<file path="src/rtl/defines.vh">
// Shared peripheral constants: bus addresses and display-wide constants.
`ifndef DIG_DEFINES_VH
`define DIG_DEFINES_VH

`define PERI_ADDR_LED 32'h1000_0000
`define PERI_ADDR_DIG 32'h1000_0010

`define SEG_OFF 8'hFF
`define DIG_NUM 8

`endif

</file>
<file path="src/rtl/dig_display_pkg.sv">
// Types and helpers shared by the seven-segment display controller.
`include "defines.vh"

package dig_display_pkg;
  localparam int DIG_NUM = `DIG_NUM;
  localparam int DIG_W   = $clog2(DIG_NUM);

  typedef logic [DIG_W-1:0] dig_idx_t;
  typedef logic [6:0]       seg7_t;

  // Active-low one-hot enable for the selected digit.
  function automatic logic [DIG_NUM-1:0] dig_en_mask(input dig_idx_t idx);
    return ~(DIG_NUM'(1) << idx);
  endfunction
endpackage

</file>
<file path="src/rtl/dig_display_seg7_decode.sv">
// Hex nibble to active-low a..g segment pattern (bit0=a .. bit6=g).
import dig_display_pkg::*;

module seg7_decode (
  input  logic [3:0] nibble,
  output seg7_t      seg7
);
  always_comb begin
    seg7 = 7'h7F;
    case (nibble)
      4'h0: seg7 = 7'h40;
      4'h1: seg7 = 7'h79;
      4'h2: seg7 = 7'h24;
      4'h3: seg7 = 7'h30;
      4'h4: seg7 = 7'h19;
      4'h5: seg7 = 7'h12;
      4'h6: seg7 = 7'h02;
      4'h7: seg7 = 7'h78;
      4'h8: seg7 = 7'h00;
      4'h9: seg7 = 7'h10;
      4'hA: seg7 = 7'h08;
      4'hB: seg7 = 7'h03;
      4'hC: seg7 = 7'h46;
      4'hD: seg7 = 7'h21;
      4'hE: seg7 = 7'h06;
      4'hF: seg7 = 7'h0E;
      default: seg7 = 7'h7F;
    endcase
  end
endmodule

</file>
<file path="src/rtl/dig_display.sv">
// 8-digit multiplexed seven-segment controller for a write-only bus register.
// Optional build macro DIG_BLANK_LEADING_ZERO_EN blanks leading zero digits.
`include "defines.vh"
import dig_display_pkg::*;

module dig_display #(
  parameter int          SCAN_DIV  = 25000,
  parameter logic [31:0] RST_VALUE = 32'h0000_0000
) (
  input  logic         clk,
  input  logic         rst,
  input  logic [31:0]  addr,
  input  logic         we,
  input  logic [31:0]  wdata,
  output logic [7:0]   dig_en,
  output logic [7:0]   seg
);
  localparam int CNT_W = $clog2(SCAN_DIV);

  logic [31:0]      data_reg;
  logic [CNT_W-1:0] scan_cnt_reg;
  dig_idx_t         idx_reg;
  logic [7:0]       dig_en_reg;
  logic [7:0]       seg_reg;

  logic [3:0] nibble;
  seg7_t      seg7;
  logic       blank;
  logic       wr_hit;

  assign wr_hit = we && (addr == `PERI_ADDR_DIG);
  assign nibble = data_reg[4*idx_reg +: 4];

  seg7_decode u_decode (
    .nibble (nibble),
    .seg7   (seg7)
  );

`ifdef DIG_BLANK_LEADING_ZERO_EN
  // upper_zero[i]: every nibble at position i and above is zero; digit 0 never blanks.
  logic [DIG_NUM-1:0] upper_zero;
  assign upper_zero[0] = 1'b0;
  for (genvar gi = 1; gi < DIG_NUM; gi++) begin : g_upper_zero
    assign upper_zero[gi] = (data_reg[31:4*gi] == '0);
  end
  assign blank = upper_zero[idx_reg];
`else
  assign blank = 1'b0;
`endif

  always_ff @(posedge clk) begin
    if (rst) begin
      data_reg     <= RST_VALUE;
      scan_cnt_reg <= '0;
      idx_reg      <= '0;
      dig_en_reg   <= `SEG_OFF;
      seg_reg      <= `SEG_OFF;
    end else begin
      if (wr_hit) begin
        data_reg <= wdata;
      end

      if (scan_cnt_reg == CNT_W'(SCAN_DIV - 1)) begin
        scan_cnt_reg <= '0;
        idx_reg      <= idx_reg + 1'b1;
      end else begin
        scan_cnt_reg <= scan_cnt_reg + 1'b1;
      end

      // Outputs follow the pre-edge idx/data, so enable and segments always switch together.
      dig_en_reg <= dig_en_mask(idx_reg);
      seg_reg    <= blank ? `SEG_OFF : {1'b1, seg7};
    end
  end

  assign dig_en = dig_en_reg;
  assign seg    = seg_reg;
endmodule
</file>
<file path="config.mk">
export PLATFORM = sky130hd
export DESIGN_NAME = dig_display
export DESIGN_NICKNAME = d
export VERILOG_FILES = /design/src/rtl/dig_display_pkg.sv /design/src/rtl/dig_display_seg7_decode.sv /design/src/rtl/dig_display.sv
export VERILOG_INCLUDE_DIRS = /design/src /design/src/rtl
export SDC_FILE = /design/constraint.sdc
export NUM_CORES = 1
export LEC_CHECK = 0
export BUFFER_PORTS_ARGS = -buffer_cell sky130_fd_sc_hd__buf_2
export CAP_MARGIN = 25
export CORE_ASPECT_RATIO = 0.9
export CORE_MARGIN = 5
export CORE_UTILIZATION = 56
export DETAILED_ROUTE_END_ITERATION = 6
export PLACE_DENSITY = 0.93
export SYNTH_ARGS = -nofsm -noshare
export SYNTH_HDL_FRONTEND = slang
export SYNTH_SLANG_ARGS = --single-unit
export TNS_END_PERCENT = 20
</file>
<file path="constraint.sdc">
create_clock -name clk -period 5.6 [get_ports clk]
set_input_delay 0.28 -clock clk [delete_from_list [all_inputs] [get_ports clk]]
set_output_delay 0.28 -clock clk [all_outputs]
set_load 0.02 [all_outputs]
</file>
# == Word-level counts from Yosys, hierarchy flattened ==
# Memory sizes are Yosys's and may differ from the RTL's. A register that Yosys moved wholly into a read port is not among the register bits.
# Cells that the tools add are included.
# totals
regBits,59
latch_bits,0
mem_bits_rw,0
mem_bits_ro,112
input_bits,67
out_inout_bits,16
memories,1
# op_classes
n_addsub,2
mul,0
div,0
magnitude_cmp,0
n_eq_ne,2
shifts,2
muxes,0
bitwise_logic,1
n_reduce_logical,2
# memory_table
memory,words,word_bits,rd,rd_ports_with_merged_regs,write_ports,line_no,rtl
(name not given),16,7,1,1,0,dig_display_seg7_decode.sv:10,case (nibble)
# op_table
op,count
== test 32 x 29 -> 1 bit (second input constant),1
indexed part select 32 x 6 -> 4 bit,1
adder 15 x 1 -> 15 bit (second input constant),1
== test 15 bit (second input constant),1
NOT 8 bit,1
left shift 1 x 3 -> 8 bit (first input constant),1
adder 3 x 1 -> 3 bit (second input constant),1
OR reduction 2 bit,1
logical AND 1 bit,1

# == Logic depth before layout (Yosys ltp) ==
# logic_depth
ltp_word,2
depth_mapped,9

# == Modules after synthesis ==
# From an unflattened synthesis, not the netlist that was laid out.
# hier_totals
hier_cells,349
hier_area_um2,3334.4
# modules_own_cells
mod,instances,cells_each,area_each_um2,seq_area_each_um2
dig_display,1,317,3059.2,1301.2
seg7_decode,1,32,275.3,0.0

# == Least setup slack after synthesis ==
# OpenSTA, ideal clock, no wires.
# synth_path
kind,flip-flop to flip-flop
start,register idx_reg[0]
end,"register seg_reg[3], in the netlist seg[3]"
arrival_time_ns,2.191
slack_ns,3.275
stages_incl_launch_ff,10
period_less_slack_ns,2.325
path_cell_list,dfxtp_1 buf_6 mux4_1 mux2i_4 inv_1 ha_1 inv_1 nor3_1 a2111oi_0 a31oi_1
# synth_between
elab_chain_cells,1
# synth_lines
element,line_no,rtl
"start, declared",dig_display.sv:22,dig_idx_t idx_reg;
"start signal, assigned",dig_display.sv:65,idx_reg <= idx_reg + 1'b1;
indexed part select 32 x 6 -> 4 bit,dig_display.sv:32,assign nibble = data_reg[4*idx_reg +: 4];
"end, declared",dig_display.sv:24,logic [7:0] seg_reg;
# No other way between the ends.
# A chain may end at the register's enable or synchronous reset.

# == Final worst setup path ==
# Ends and elaborated chain as after synthesis.

==> results.txt <==
----------------------------------------------------
[Routing]
  Post-detailed-route count of antenna-violating nets ... 0
  Post-Route WL ... 6690 um
  Total number of vias ... 2414
  Via count normalized by instance count ... 5.39
  DRC ... 0
  First-pass detailed-route iteration total ... 4
  Violation count after the first detailed-route iteration ... 144
  Detailed-route wire length per cell ... 14.9 um

[STA]
  Setup repair after global routing missed its margin ... false
  TNS Setup ... 0 ps
  Part of the cycle the worst path needs ... 51.4%
  Min setup slack post-route ... 2720 ps
  Hold violation count in the final report ... 0
  Final period demand of the worst path ... 2880 ps
  Setup Viol. Count Final ... 0
  Actual slew at the worst max-slew pin ... 830 ps
  Count of pins over their slew limit ... 0
  Max-slew headroom ... 44.7%
  F_max ... 347 MHz
  Hold Worst Slack ... 169 ps
  Worst-case clock skew ... 7.51 ps

[Worst setup path]
  Origin of the critical flop-to-flop path ... idx_reg[0]$_SDFFE_PP0N_
  Launch point of the worst path ... idx_reg[0]$_SDFFE_PP0N_
  Largest fanout on the critical path ... 13
  Path type of the worst setup path ... register to register
  Cell repeated most along the worst path ... sky130_fd_sc_hd__inv_1
  Worst path depth ... 8
  CP required ... 5810 ps
  FF-to-FF setup slack ... 2720 ps
  Crit. End Element ... register
  CP delay by family, top ... multiplexers
  Crit path to ... seg[3]$_SDFF_PP1_
  Arrival time reported for the critical path endpoint ... 3090 ps
  Slowest stage cell on the critical path ... sky130_fd_sc_hd__dfxtp_1
  Reg-to-reg critical path endpoint ... seg[3]$_SDFF_PP1_
  Crit path largest cell delay ... 750 ps
  Element type at the critical path start ... register
  Number of buffer and inverter stages on the critical path ... 2
  Reg2Reg Depth ... 8
  Cells along the critical path ... mux4_1 > mux2i_4 > inv_1 > ha_1 > inv_1 > nor3_1 > a2111oi_0 > a31oi_1

[Yosys]
  Post-synthesis instance total ... 296
  Post-synthesis sequential area ratio ... 43.4%
  Post-Syn Area per Cell ... 10.1 sq um
  Top post-synthesis cells by area ... sky130_fd_sc_hd__dfxtp_1, sky130_fd_sc_hd__mux2i_1, sky130_fd_sc_hd__nor2_1
  Proportion of netlist area held by the largest area contributor ... 43.4%
  Unique cell type count in the Yosys netlist ... 45
  Flip-flop and latch count after synthesis ... 65
  Synth area leader ... sky130_fd_sc_hd__dfxtp_1
  Cell area after synthesis ... 3000 sq um
  Nets in the synthesized netlist ... 376
  Ys Warns ... 0

[Floorplanning]
  Die boundary width ... 87.2 um
  Initial core utilization ... 57.5%
  Die height ... 79.5 um
  I/O pins ... 83
  Total die area ... 6930 sq um
  Number of cell rows ... 25
  Floorplan core area ... 5220 sq um

[Finish]
  Filler Cell Count ... 368
  Count of nets after finishing ... 456
  Most common cell after layout, fill and taps aside ... sky130_fd_sc_hd__buf_2
  Fraction of layout instances using a drive strength above 1 ... 29.1%
  Largest register FFs ... 32
  Fin cells ... 448
  Final core occ ... 69.9%
  Leading cell types in the layout, fill and taps excluded ... sky130_fd_sc_hd__buf_2, sky130_fd_sc_hd__dfxtp_1, sky130_fd_sc_hd__nor2_1, sky130_fd_sc_hd__mux2i_1, sky130_fd_sc_hd__nand2_1
  Ant. Diodes ... 0
  Area growth, synth to finish ... 21.7%

[Clock tree]
  Number of CTS-inserted buffers ... 9
  Maximum clock insertion buffer count ... 2
  TritonCTS clock tree ... yes
  Post-CTS setup-driven buffer insertion count ... 0
  H-tree level count ... 3
  Count of instances resized after the clock tree is built ... 0
  Clock input transition at the sequential cells of the worst setup and hold paths ... 70 ps
  Clock Sink Count ... 65
  Clock insertion delay at the later pin of the skew report ... 350 ps
  Clock root buffer ... sky130_fd_sc_hd__clkbuf_8
  Number of buffers inserted by hold repair at cts ... 0

[Global route]
  Wire length of the first global-routing pass ... 11200 um
  GRT Resource Usage Total ... 21.0%
  Overflow after GRT ... 0
  Largest net degree at the start of global routing ... 51
  Number of global-route vias before repair ... 2463
  Number of antenna violations at the first check in global routing ... 0

[Place]
  Port bufs ... 81
  Inst Count DP ... 432
  HPWL after DPL ... 4880 um
  Placer Congestion ... 0.886
  Worst slack at placement ... 2760 ps

[Power and ir drop]
  Leakage ... 1.49 nW
  Peak ir drop on the vdd network ... 0.206 mV
  PwrDens ... 263 nW/um^2

[Run status]
  Result of the run ... finished, final reports clean

[Run]
  Max-capacitance violation count ... 0

[Worst hold path]
  Worst min-delay path category ... input port to register

----------------------------------------------------
final cells by class:
type | instances | area (sq um) | share of cell area (%)
flip-flops and latches | 65 | 1300 | 35.6
clock inverters | 5 | 77.6 | 2.12
multi-input cells | 208 | 1590 | 43.5
repair buffers | 82 | 413 | 11.3
well taps | 67 | 83.8 | 2.29
clock buffers | 11 | 151 | 4.14
inverters | 10 | 37.5 | 1.03
how the worst min path moves through the flow:
| stage | from | cells after the start | slack [ps] | to |
|---|---|---|---|---|
| CTS | wdata[20] | 3 | 160 | data_reg[20]$_SDFFE_PP0P_ |
| detailed placement | scan_cnt_reg[0]$_SDFF_PP0_ | 1 | 450 | scan_cnt_reg[0]$_SDFF_PP0_ |
| global placement | scan_cnt_reg[0]$_SDFF_PP0_ | 1 | 440 | scan_cnt_reg[0]$_SDFF_PP0_ |
| global route | wdata[26] | 3 | 170 | data_reg[26]$_SDFFE_PP0P_ |
| finish | wdata[20] | 3 | 170 | data_reg[20]$_SDFFE_PP0P_ |
| floorplan | scan_cnt_reg[0]$_SDFF_PP0_ | 1 | 430 | scan_cnt_reg[0]$_SDFF_PP0_ |
worst min-delay path: stages:
cell,delay (ps)
sky130_fd_sc_hd__buf_2,70
sky130_fd_sc_hd__mux2i_1,50
sky130_fd_sc_hd__nor2_1,70
stage by stage:
stage / area [sq um] / total power, mW
2_1_floorplan: 3000 / 0.498
3_3_place_gp: 3420 / 0.524
3_5_place_dp: 3420 / 0.526
4_1_cts: 3650 / 0.971
5_1_grt: 3650 / 1.00
6_report: 3650 / 0.962
layer usage:
metal  track usage [%]  part of all wire [%]  up-vias
met5                 0                     0        -
met4              11.0                   2.6        0
met3              6.50                   6.8       20
met2              35.5                    50       74
met1              23.6                    40     1131
li1                  -                     -     1189
report_power, final:
group	switching, mW	internal [mW]
Sequential	0.00239	0.467
Combinational	0.0230	0.0233
Clock	0.173	0.273
Total	0.199	0.763
Yosys cell counts:
cell / n
sky130_fd_sc_hd__a2111oi_0: 2
sky130_fd_sc_hd__a211oi_1: 1
sky130_fd_sc_hd__a21o_1: 1
sky130_fd_sc_hd__a21oi_1: 1
sky130_fd_sc_hd__a221o_1: 3
sky130_fd_sc_hd__a22o_1: 1
sky130_fd_sc_hd__a22oi_2: 1
sky130_fd_sc_hd__a31oi_1: 3
sky130_fd_sc_hd__and2_1: 1
sky130_fd_sc_hd__and3_1: 4
sky130_fd_sc_hd__buf_2: 1
sky130_fd_sc_hd__buf_4: 4
sky130_fd_sc_hd__buf_6: 2
sky130_fd_sc_hd__clkbuf_1: 6
sky130_fd_sc_hd__conb_1: 1
sky130_fd_sc_hd__dfxtp_1: 65
sky130_fd_sc_hd__ha_1: 13
sky130_fd_sc_hd__inv_1: 9
sky130_fd_sc_hd__inv_2: 1
sky130_fd_sc_hd__mux2_2: 2
sky130_fd_sc_hd__mux2_4: 2
sky130_fd_sc_hd__mux2i_1: 36
sky130_fd_sc_hd__mux2i_4: 3
sky130_fd_sc_hd__mux4_1: 4
sky130_fd_sc_hd__mux4_2: 2
sky130_fd_sc_hd__nand2_1: 15
sky130_fd_sc_hd__nand2_2: 1
sky130_fd_sc_hd__nand2b_1: 4
sky130_fd_sc_hd__nand3_1: 7
sky130_fd_sc_hd__nand4_1: 3
sky130_fd_sc_hd__nor2_1: 59
sky130_fd_sc_hd__nor2b_1: 1
sky130_fd_sc_hd__nor3_1: 3
sky130_fd_sc_hd__nor3_2: 1
sky130_fd_sc_hd__nor4_1: 8
sky130_fd_sc_hd__nor4b_1: 3
sky130_fd_sc_hd__nor4bb_1: 1
sky130_fd_sc_hd__o21ai_0: 2
sky130_fd_sc_hd__o21ai_1: 1
sky130_fd_sc_hd__o22a_1: 1
sky130_fd_sc_hd__o22ai_1: 1
sky130_fd_sc_hd__o31ai_1: 1
sky130_fd_sc_hd__or3_1: 1
sky130_fd_sc_hd__xnor2_1: 8
sky130_fd_sc_hd__xor2_1: 6
cells by family after synthesis:
family	Yosys count	synth area share [%]
AND/OR/NAND/NOR	112	17.3
flip-flops	65	43.4
multiplexers	49	21.0
buffers and inverters	23	3.92
AO/OA/AOI/OAI	19	4.84
XOR/XNOR	14	4.09
adder cells (fa/ha/maj)	13	5.42
other	1	0.125
Note: power is estimated with default switching activity, not from simulation.
